## src/rtl/alu_pkg.sv

```systemverilog
// Opcode encodings and helpers shared by the pipelined ALU, its core and its interface.
package alu_pkg;

  localparam int OP_W = 6;

  localparam logic [OP_W-1:0] OP_ADD   = 6'd0;
  localparam logic [OP_W-1:0] OP_ADDI  = 6'd1;
  localparam logic [OP_W-1:0] OP_LUI   = 6'd2;
  localparam logic [OP_W-1:0] OP_AUIPC = 6'd3;
  localparam logic [OP_W-1:0] OP_JAL   = 6'd4;
  localparam logic [OP_W-1:0] OP_JALR  = 6'd5;
  localparam logic [OP_W-1:0] OP_SUB   = 6'd6;
  localparam logic [OP_W-1:0] OP_XOR   = 6'd7;
  localparam logic [OP_W-1:0] OP_OR    = 6'd8;
  localparam logic [OP_W-1:0] OP_AND   = 6'd9;
  localparam logic [OP_W-1:0] OP_SLL   = 6'd10;
  localparam logic [OP_W-1:0] OP_SRL   = 6'd11;
  localparam logic [OP_W-1:0] OP_SRA   = 6'd12;
  localparam logic [OP_W-1:0] OP_SLT   = 6'd13;
  localparam logic [OP_W-1:0] OP_SLTU  = 6'd14;
  localparam logic [OP_W-1:0] OP_BEQ   = 6'd16;
  localparam logic [OP_W-1:0] OP_BNE   = 6'd17;
  localparam logic [OP_W-1:0] OP_BLT   = 6'd18;
  localparam logic [OP_W-1:0] OP_BGE   = 6'd19;
  localparam logic [OP_W-1:0] OP_BLTU  = 6'd20;
  localparam logic [OP_W-1:0] OP_BGEU  = 6'd21;

  function automatic logic is_branch(input logic [OP_W-1:0] op);
    case (op)
      OP_BEQ, OP_BNE, OP_BLT, OP_BGE, OP_BLTU, OP_BGEU: is_branch = 1'b1;
      default:                                          is_branch = 1'b0;
    endcase
  endfunction

endpackage

```

## src/rtl/alu_pipe_unit_if.sv

```systemverilog
// Issue-side and write-back-side handshake bundle of the pipelined ALU.
interface alu_pipe_unit_if #(
  parameter int XLEN  = 32,
  parameter int TAG_W = 4
);
  logic                      in_valid;
  logic                      in_ready;
  logic [alu_pkg::OP_W-1:0]  in_op;
  logic [XLEN-1:0]           in_rs1;
  logic [XLEN-1:0]           in_rs2;
  logic [TAG_W-1:0]          in_tag;
  logic                      out_valid;
  logic                      out_ready;
  logic [TAG_W-1:0]          out_tag;
  logic [XLEN-1:0]           out_val;
  logic                      out_taken;

  modport master (
    output in_valid, in_op, in_rs1, in_rs2, in_tag, out_ready,
    input  in_ready, out_valid, out_tag, out_val, out_taken
  );

  modport slave (
    input  in_valid, in_op, in_rs1, in_rs2, in_tag, out_ready,
    output in_ready, out_valid, out_tag, out_val, out_taken
  );
endinterface

```

## src/rtl/alu_core.sv

```systemverilog
// Purely combinational ALU datapath: (op, a, b) -> (result, branch taken).
module alu_core import alu_pkg::*; #(
  parameter int XLEN = 32
) (
  input  logic [OP_W-1:0] op_i,
  input  logic [XLEN-1:0] a_i,
  input  logic [XLEN-1:0] b_i,
  output logic [XLEN-1:0] val_o,
  output logic            taken_o
);
  localparam int SH_W = $clog2(XLEN);

  logic [SH_W-1:0] shamt_s;
  logic            lt_s;
  logic            ltu_s;
  logic            cond_s;

  assign shamt_s = b_i[SH_W-1:0];
  assign lt_s    = $signed(a_i) < $signed(b_i);
  assign ltu_s   = a_i < b_i;

  // Branch condition evaluation
  always_comb begin
    cond_s = 1'b0;
    case (op_i)
      OP_BEQ:  cond_s = (a_i == b_i);
      OP_BNE:  cond_s = (a_i != b_i);
      OP_BLT:  cond_s = lt_s;
      OP_BGE:  cond_s = ~lt_s;
      OP_BLTU: cond_s = ltu_s;
      OP_BGEU: cond_s = ~ltu_s;
      default: cond_s = 1'b0;
    endcase
  end

  // Result selection; branches report their condition as a zero-extended value
  always_comb begin
    val_o = {XLEN{1'b0}};
    case (op_i)
      OP_ADD, OP_ADDI, OP_LUI, OP_AUIPC, OP_JAL, OP_JALR: val_o = a_i + b_i;
      OP_SUB:  val_o = a_i - b_i;
      OP_XOR:  val_o = a_i ^ b_i;
      OP_OR:   val_o = a_i | b_i;
      OP_AND:  val_o = a_i & b_i;
      OP_SLL:  val_o = a_i << shamt_s;
      OP_SRL:  val_o = a_i >> shamt_s;
      OP_SRA:  val_o = XLEN'($signed(a_i) >>> shamt_s);
      OP_SLT:  val_o = {{(XLEN-1){1'b0}}, lt_s};
      OP_SLTU: val_o = {{(XLEN-1){1'b0}}, ltu_s};
      OP_BEQ, OP_BNE, OP_BLT, OP_BGE, OP_BLTU, OP_BGEU:
               val_o = {{(XLEN-1){1'b0}}, cond_s};
      default: val_o = {XLEN{1'b0}};
    endcase
  end

  assign taken_o = is_branch(op_i) & cond_s;

endmodule

```

## src/rtl/alu_pipe_unit.sv

```systemverilog
// Pipelined ALU: one registered execute stage (E1) feeding a DEPTH-entry result FIFO
// that drains to the CDB under a valid/ready grant.
module alu_pipe_unit import alu_pkg::*; #(
  parameter int XLEN  = 32,
  parameter int TAG_W = 4,
  parameter int DEPTH = 4
) (
  input  logic            clk_in,
  input  logic            rst_in,
  input  logic            rdy_in,
  input  logic            clear,
  alu_pipe_unit_if.slave  bus
);
  localparam int PW = $clog2(DEPTH);
  localparam int CW = PW + 1;
  localparam logic [CW:0] DEPTH_C = (CW+1)'(DEPTH);

  logic             e1_valid_q;
  logic [TAG_W-1:0] e1_tag_q;
  logic [XLEN-1:0]  e1_val_q;
  logic             e1_taken_q;

  logic [TAG_W-1:0] tag_mem_q   [DEPTH];
  logic [XLEN-1:0]  val_mem_q   [DEPTH];
  logic             taken_mem_q [DEPTH];
  logic [PW-1:0]    wr_ptr_q;
  logic [PW-1:0]    rd_ptr_q;
  logic [CW-1:0]    count_q;

  logic [XLEN-1:0]  core_val_s;
  logic             core_taken_s;
  logic [CW:0]      occupancy_s;
  logic             out_valid_s;
  logic             accept_s;
  logic             push_s;
  logic             pop_s;

  alu_core #(.XLEN(XLEN)) u_core (
    .op_i    (bus.in_op),
    .a_i     (bus.in_rs1),
    .b_i     (bus.in_rs2),
    .val_o   (core_val_s),
    .taken_o (core_taken_s)
  );

  // The op in E1 counts against capacity so it always has a FIFO slot waiting.
  assign occupancy_s  = {1'b0, count_q} + {{CW{1'b0}}, e1_valid_q};
  assign bus.in_ready = occupancy_s < DEPTH_C;
  assign out_valid_s  = (count_q != {CW{1'b0}});
  assign accept_s     = bus.in_valid & bus.in_ready & rdy_in & ~clear;
  assign push_s       = e1_valid_q & rdy_in & ~clear;
  assign pop_s        = out_valid_s & bus.out_ready & rdy_in & ~clear;

  assign bus.out_valid = out_valid_s;
  assign bus.out_tag   = tag_mem_q[rd_ptr_q];
  assign bus.out_val   = val_mem_q[rd_ptr_q];
  assign bus.out_taken = taken_mem_q[rd_ptr_q];

  // Execute stage register
  always_ff @(posedge clk_in or negedge rst_in) begin
    if (!rst_in) begin
      e1_valid_q <= 1'b0;
      e1_tag_q   <= {TAG_W{1'b0}};
      e1_val_q   <= {XLEN{1'b0}};
      e1_taken_q <= 1'b0;
    end else if (clear) begin
      e1_valid_q <= 1'b0;
    end else if (rdy_in) begin
      e1_valid_q <= accept_s;
      if (accept_s) begin
        e1_tag_q   <= bus.in_tag;
        e1_val_q   <= core_val_s;
        e1_taken_q <= core_taken_s;
      end
    end
  end

  // Result FIFO storage, pointers and occupancy
  always_ff @(posedge clk_in or negedge rst_in) begin
    if (!rst_in) begin
      for (int i = 0; i < DEPTH; i++) begin
        tag_mem_q[i]   <= {TAG_W{1'b0}};
        val_mem_q[i]   <= {XLEN{1'b0}};
        taken_mem_q[i] <= 1'b0;
      end
      wr_ptr_q <= {PW{1'b0}};
      rd_ptr_q <= {PW{1'b0}};
      count_q  <= {CW{1'b0}};
    end else if (clear) begin
      wr_ptr_q <= {PW{1'b0}};
      rd_ptr_q <= {PW{1'b0}};
      count_q  <= {CW{1'b0}};
    end else begin
      if (push_s) begin
        tag_mem_q[wr_ptr_q]   <= e1_tag_q;
        val_mem_q[wr_ptr_q]   <= e1_val_q;
        taken_mem_q[wr_ptr_q] <= e1_taken_q;
        wr_ptr_q              <= wr_ptr_q + PW'(1);
      end
      if (pop_s) begin
        rd_ptr_q <= rd_ptr_q + PW'(1);
      end
      case ({push_s, pop_s})
        2'b10:   count_q <= count_q + CW'(1);
        2'b01:   count_q <= count_q - CW'(1);
        default: count_q <= count_q;
      endcase
    end
  end

endmodule

```

## src/flat_wrapper.sv

```systemverilog
// flat-port wrapper written by rule: the top's interface ports become plain ports
module alu_pipe_unit_flat import alu_pkg::*;
#(
  parameter int XLEN  = 32,
  parameter int TAG_W = 4,
  parameter int DEPTH = 4
)
  (clk_in, rst_in, rdy_in, clear, bus_in_valid, bus_in_op, bus_in_rs1, bus_in_rs2, bus_in_tag, bus_out_ready, bus_in_ready, bus_out_valid, bus_out_tag, bus_out_val, bus_out_taken);
  alu_pipe_unit_if #(.XLEN(XLEN), .TAG_W(TAG_W)) bus_i ();
  input  logic clk_in;
  input  logic rst_in;
  input  logic rdy_in;
  input  logic clear;
  input wire logic [$bits(bus_i.in_valid)-1:0] bus_in_valid;
  input wire logic [$bits(bus_i.in_op)-1:0] bus_in_op;
  input wire logic [$bits(bus_i.in_rs1)-1:0] bus_in_rs1;
  input wire logic [$bits(bus_i.in_rs2)-1:0] bus_in_rs2;
  input wire logic [$bits(bus_i.in_tag)-1:0] bus_in_tag;
  input wire logic [$bits(bus_i.out_ready)-1:0] bus_out_ready;
  output wire logic [$bits(bus_i.in_ready)-1:0] bus_in_ready;
  output wire logic [$bits(bus_i.out_valid)-1:0] bus_out_valid;
  output wire logic [$bits(bus_i.out_tag)-1:0] bus_out_tag;
  output wire logic [$bits(bus_i.out_val)-1:0] bus_out_val;
  output wire logic [$bits(bus_i.out_taken)-1:0] bus_out_taken;
  assign bus_i.in_valid = bus_in_valid;
  assign bus_i.in_op = bus_in_op;
  assign bus_i.in_rs1 = bus_in_rs1;
  assign bus_i.in_rs2 = bus_in_rs2;
  assign bus_i.in_tag = bus_in_tag;
  assign bus_i.out_ready = bus_out_ready;
  assign bus_in_ready = bus_i.in_ready;
  assign bus_out_valid = bus_i.out_valid;
  assign bus_out_tag = bus_i.out_tag;
  assign bus_out_val = bus_i.out_val;
  assign bus_out_taken = bus_i.out_taken;
  alu_pipe_unit #(.XLEN(XLEN), .TAG_W(TAG_W), .DEPTH(DEPTH)) u_core (.clk_in(clk_in), .rst_in(rst_in), .rdy_in(rdy_in), .clear(clear), .bus(bus_i));
endmodule
```

## config.mk

```make
export PLATFORM = sky130hd
export DESIGN_NAME = alu_pipe_unit_flat
export DESIGN_NICKNAME = d
export VERILOG_FILES = /design/src/rtl/alu_pkg.sv /design/src/rtl/alu_pipe_unit_if.sv /design/src/rtl/alu_core.sv /design/src/rtl/alu_pipe_unit.sv /design/src/flat_wrapper.sv
export SDC_FILE = /design/constraint.sdc
export NUM_CORES = 1
export LEC_CHECK = 0
export BUFFER_PORTS_ARGS = -buffer_cell sky130_fd_sc_hd__buf_4
export CAP_MARGIN = 20
export CORE_UTILIZATION = 56
export DETAILED_ROUTE_END_ITERATION = 6
export GPL_ROUTABILITY_DRIVEN = 1
export GPL_TIMING_DRIVEN = 1
export MAX_ROUTING_LAYER = met4
export PLACE_DENSITY = 0.78
export RECOVER_POWER = 50
export SLEW_MARGIN = 5
export SYNTH_ARGS = -nofsm -noshare
export SYNTH_HDL_FRONTEND = slang
export SYNTH_SLANG_ARGS = --single-unit
```

## constraint.sdc

```tcl
create_clock -name clk_in -period 2.1 [get_ports clk_in]
set_clock_uncertainty 0.1 [all_clocks]
set_input_delay 0.105 -clock clk_in [delete_from_list [all_inputs] [get_ports clk_in]]
set_output_delay 0.105 -clock clk_in [all_outputs]
set_load 0.01 [all_outputs]
```

==> results of run 1 <==
-- per-stage QoR --
stage	util, %	TNS (ns)	instances	setup WS [ns]	area [um2]
after floorplan	-	-14.71	1793	-0.8694	17180
after global placement	76.20	-28.16	2713	-1.029	22170
after detailed placement	76.20	-29.44	2713	-1.158	22170
after CTS	84.94	-6.816	2807	-0.4894	24710
-- cells in the mapped netlist (all sizes together), types with 5 or more instances --
cell type	number	area, um2
dfrtp	193	4830
or3	14	93.84
nor3	30	161.4
nor2b	12	75.07
o21bai	12	90.09
o2111ai	7	61.31
nand3	26	130.1
o21ai	100	500.5
a21o	7	52.55
and2	9	56.30
and3	15	93.84
o22ai	13	81.33
nand4	8	50.05
o211ai	18	135.1
a22oi	15	112.6
a2111oi	12	118.9
mux2	159	1790
clkbuf	86	322.8
o32a	5	50.05
mux4	83	1869
nand2	144	540.5
a31oi	20	125.1
o221ai	9	78.83
ha	101	1264
nand2b	12	75.07
inv	97	364.1
mux2i	42	420.4
o31ai	15	112.6
xnor2	17	148.9
a21oi	135	675.7
a311oi	5	43.79
nor2	170	640.6
buf	43	217.7
a211oi	34	260.3
a221oi	18	157.7
nor4	12	81.33
a221o	10	101.4
or4	5	41.29
-- kinds of logic after synthesis --
kind of cell | count (synthesis) | share of synthesized area (%)
compound gates | 490 | 19.49
simple gates | 472 | 12.88
mux | 284 | 24.35
buf+inv | 229 | 5.465
flops | 193 | 28.82
fa+ha+maj | 104 | 7.899
xor+xnor | 21 | 1.097
-- per-layer routing --
| metal | GRT overflow | track usage (%) |
|---|---|---|
| met5 | - | - |
| met4 | 15 | 77.28 |
| met3 | 1 | 69.52 |
| met2 | 10 | 94.30 |
| met1 | 0 | 83.15 |
-- timing repair --
action,CTS
resized for setup,331
pin swaps,128
setup buffers,60
hold buffers,7
gates cloned,4
setup endpoints to repair,70
endpoints found under the hold margin,205
==> summary.txt, run 1 <==
Die
  – Die width: 175.0 um
  – Site Rows: 62
  – I/O pin count: 119
  – Die Ht: 175.0 um
  – Starting Density: 57.61%

Logic synthesis
  – Number of synthesized flops with an enable pin: 0
  – Post-synth net total: 1977
  – Gate Count Post-Synth: 1793
  – Avg Synthesized Cell Area: 9.347 um2
  – Netlist cell types: 90
  – Seq/Total Area, Yosys: 28.82%
  – #FFs+latches synth: 193
  – Mapped cell area: 16760 um2
  – Most used DFF post-synth: dfrtp_1
  – Async SR Flop Fraction: 100.0%
  – Ys Warns: 0

GRT
  – Overflow after GRT: 26
  – GR Util All Layers: 82.59%
  – Largest net degree at the start of global routing: 61

Place
  – Port Buffer Count: 118
  – Hpwl dp: 56440 um
  – GPL Wtd Cong: 1.059

Status
  – Exit stage: global routing (5_1_grt)
  – Stop Error: [ERROR GRT-0232] Routing congestion too high. Check the congestion heatmap in the GUI.
  – Status: did not finish

Clocking
  – Root Buffer: clkbuf_16
  – Clock buffer depth: 2
  – Clock sinks: 193
  – H-tree depth: 4
  – CTS Buf Count: 17

STA
  – Last worst endpoint in the global-route repair_timing: u_core.e1_val_q[28]$_DFFE_PN0P_/D
  – Type of pin the worst path ends at: register input
==> inputs of run 2 (changes only) <==
--- a/config.mk
+++ b/config.mk
@@ -7,12 +7,11 @@
 export LEC_CHECK = 0
 export BUFFER_PORTS_ARGS = -buffer_cell sky130_fd_sc_hd__buf_4
 export CAP_MARGIN = 20
-export CORE_UTILIZATION = 56
+export CORE_UTILIZATION = 40
 export DETAILED_ROUTE_END_ITERATION = 6
 export GPL_ROUTABILITY_DRIVEN = 1
 export GPL_TIMING_DRIVEN = 1
-export MAX_ROUTING_LAYER = met4
-export PLACE_DENSITY = 0.78
+export PLACE_DENSITY_LB_ADDON = 0.15
 export RECOVER_POWER = 50
 export SLEW_MARGIN = 5
 export SYNTH_ARGS = -nofsm -noshare
==> constraint.sdc (replaced) <==
create_clock -name clk_in -period 2.73 [get_ports clk_in]
set_clock_uncertainty 0.1 [all_clocks]
set_input_delay 0.1365 -clock clk_in [delete_from_list [all_inputs] [get_ports clk_in]]
set_output_delay 0.1365 -clock clk_in [all_outputs]
set_load 0.01 [all_outputs]
==> run 2 against run 1 <==
Compared with the run above: the flow now finishes, with violations (DRC, capacitance limit, slew limit, setup timing); synthesized cell count unchanged; area after synthesis is the same.
==> summary.txt, run 2 <==
Clocking
  – Clock buffer depth: 2
  – Clk_lat worst skew: 0.44 ns
  – Clock sinks: 193
  – Register clock-pin slew on the reported worst setup and hold paths: 0.07 ns
  – CTS tree: built
  – Root Buffer: clkbuf_16
  – H-tree depth: 4
  – CTS Buf Count: 17

Logic synthesis
  – Async SR Flop Fraction: 100.0%
  – Seq/Total Area, Yosys: 28.82%
  – Ys Warns: 0
  – Netlist cell types: 90
  – Most frequent cell after synthesis: dfrtp_1
  – Gate Count Post-Synth: 1793
  – Post-synth top cells: dfrtp_1 (193), nor2_1 (169), mux2_2 (159)
  – #FFs+latches synth: 193
  – Avg Synthesized Cell Area: 9.347 um2
  – Mapped cell area: 16760 um2
  – Share of the synthesized area in the top cell type: 28.82%
  – Number of synthesized flops with an enable pin: 0
  – Post-synth top area cell: dfrtp_1
  – Synth area leaders: dfrtp_1 (29%), mux4_2 (11%), mux2_2 (11%)
  – Post-synth net total: 1977
  – Most used DFF post-synth: dfrtp_1

GRT
  – Overflow after GRT: 0
  – Initial antenna violation count: 2
  – First-pass GRT wire length: 99990 um
  – GR Util All Layers: 31.59%
  – Largest net degree at the start of global routing: 86
  – Vias in the first global route: 16240

Place
  – Hpwl dp: 53160 um
  – GPL Wtd Cong: 0.9712
  – Setup WS pre-CTS: -0.5855 ns
  – Port Buffer Count: 118
  – Post-DP Area: 21260 um2

Worst setup path
  – Worst path max stage delay: 0.45 ns
  – Endpoint class of the critical path: flop
  – CP cell instances: buf_8, inv_6, ha_4, inv_2, fa_2, nor2b_4, o21ai_2, buf_4, a31oi_4, a221o_1, a311o_1, a211oi_2, o21ai_1, nor4b_2, a311oi_1
  – CP Data Arrival Time: 3.01 ns
  – Crit path max-delay family: compound AO/OA/AOI/OAI gates
  – Crit Path Max Fanout: 4
  – Crit path launch type: input port
  – CP bufs+invs: 4
  – Critical Path RT: 2.96 ns
  – Setup Crit Path Kind: in2reg
  – Critical Path Slowest Stage Cell: a311o_1

Job
  – Max-Cap Viols: 1

Pwr
  – PD cells: 419.3 nW/um2
  – Leak pwr: 0.01039 uW
  – Sequential share of power: 35.9%
  – Clk pwr share: 26.1%
  – Final Power: 9320 uW
  – Switching Share: 34.35%
  – Worst VDD drop: 0.4127 mV
  – P_int: 6118 uW
  – P_sw: 3201 uW
  – Gate power share: 37.9%

Finish
  – Antenna diodes: 0
  – Register area: 4832 um2
  – # fillers: 3831
  – Layout cells sized above 1: 39.86%
  – Biggest register: u_core.val_mem_q
  – Max reg flops: 128
  – Most frequent cells in the layout: buf_4 (525), dfrtp_1 (191), nor2_1 (169)
  – Final Cell Area: 22230 um2
  – Multi-input gate area: 11350 um2
  – Largest regs: u_core.val_mem_q (128), u_core.e1_val_q (32), u_core.tag_mem_q (16)
  – Most common cell after layout, fill and taps aside: buf_4
  – Final core utilization: 54.07%
  – Final net count: 2424
  – Area Overhead vs Synth: 32.64%

Die
  – Starting Density: 40.77%
  – Core box area: 41110 um2
  – DIE AREA: 42720 um2
  – Die width: 206.7 um
  – Die Ht: 206.7 um
  – Site Rows: 74
  – I/O pin count: 119

Status
  – Status: complete, but fails checks
  – Violated checks: DRC, capacitance limit, slew limit, setup timing

Route
  – Vias/cell: 5.889
  – Final antenna-violating net count: 0
  – Via Count: 16400
  – Pre-antenna DRT Iters: 7
  – Initial drt markers: 1384
  – Overall routed net length: 66950 um
  – Drt drc: 11
  – Post-DR wirelength/cell: 24.04 um

STA
  – Fin crit share: 101.9%
  – Worst setup margin: -0.05307 ns
  – Worst-Margin Slew: 2.194 ns
  – Min Tclk post-route: 2.783 ns
  – F_max: 0.3593 GHz
  – RSZ-0062 raised after global routing: true
  – Max Slew Vio Count: 84
  – Setup TNS: -0.1288 ns
  – Relative slew margins: -46.29%
  – Final hold vios: 0
  – Setup violations, final: 3

Min path
  – Min-delay worst type: in2reg
run 2: cell counts after synthesis:
Identical to the previous run, type by type.
run 2: final cells by class:
class	instances	share of cell area [%]
multi-input cells	1371	51.08
well taps	532	2.994
inverters	100	1.841
clock buffers	18	1.976
flip-flops and latches	193	21.74
clock inverters	14	0.6417
repair buffers	557	19.73
run 2: kinds of logic after synthesis:
group           Yosys count  share of synthesized area (%)
flops                   193                          28.82
simple gates            472                          12.88
compound gates          490                          19.49
buf+inv                 229                          5.465
fa+ha+maj               104                          7.899
xor+xnor                 21                          1.097
mux                     284                          24.35
run 2: power by group through the flow:
stage | clock, uW | combinational, uW | sequential, uW
floorplan | 0 | 1810 | 3320
global placement | 0 | 3400 | 3380
detailed placement | 0 | 3420 | 3410
CTS | 2510 | 3440 | 3350
global route | 2610 | 3800 | 3400
finish | 2440 | 3530 | 3350
run 2: per-layer routing:
layer / global-route usage [%] / vias to the layer above / share of wire [%]
li1: - / 7589 / -
met3: 3.155 / 93 / 4.9
met2: 51.59 / 555 / 47
met1: 43.86 / 8161 / 45
met5: 0 / - / 0.019
met4: 10.03 / 2 / 2.9
run 2: worst paths after layout:
path,startpoint,to,slack [ns],cells after the start
worst max-delay path,bus_in_rs1[0],u_core.e1_val_q[22]$_DFFE_PN0P_,-0.05,15
worst min-delay path,bus_in_op[1],u_core.e1_val_q[0]$_DFFE_PN0P_,0.06,4
worst max register to register,u_core.count_q[0]$_DFFE_PN0P_,u_core.e1_val_q[22]$_DFFE_PN0P_,0.16,9
worst min register to register,u_core.val_mem_q[54]$_DFFE_PN0P_,u_core.val_mem_q[54]$_DFFE_PN0P_,0.40,1
max in group asynchronous,rst_in,u_core.val_mem_q[9]$_DFFE_PN0P_,0.44,3
min in group asynchronous,rst_in,u_core.e1_tag_q[0]$_DFFE_PN0P_,0.78,2
run 2: repair_timing:
item	CTS	global route
cloned	0	1
hold buffers	8	0
setup buffers	0	5
resized for setup	7	65
pin swaps	1	29
endpoints found under the setup margin	4	18
endpoints found under the hold margin	95	0
run 2: worst min-delay path, delay by kind of cell:
kind                   cells  cell delay (ns)
AO/OA/AOI/OAI              1             0.10
buffers and inverters      1             0.16
AND/OR/NAND/NOR            2             0.16
run 2: through the flow:
step	hold WS [ns]	std cells
global route	0.09049	2785
global placement	0.1453	2739
detailed placement	0.1442	2739
finish	0.06320	2785
CTS	0.02231	2779
floorplan	-0.2591	1793
(Power assumes the default switching activity.)
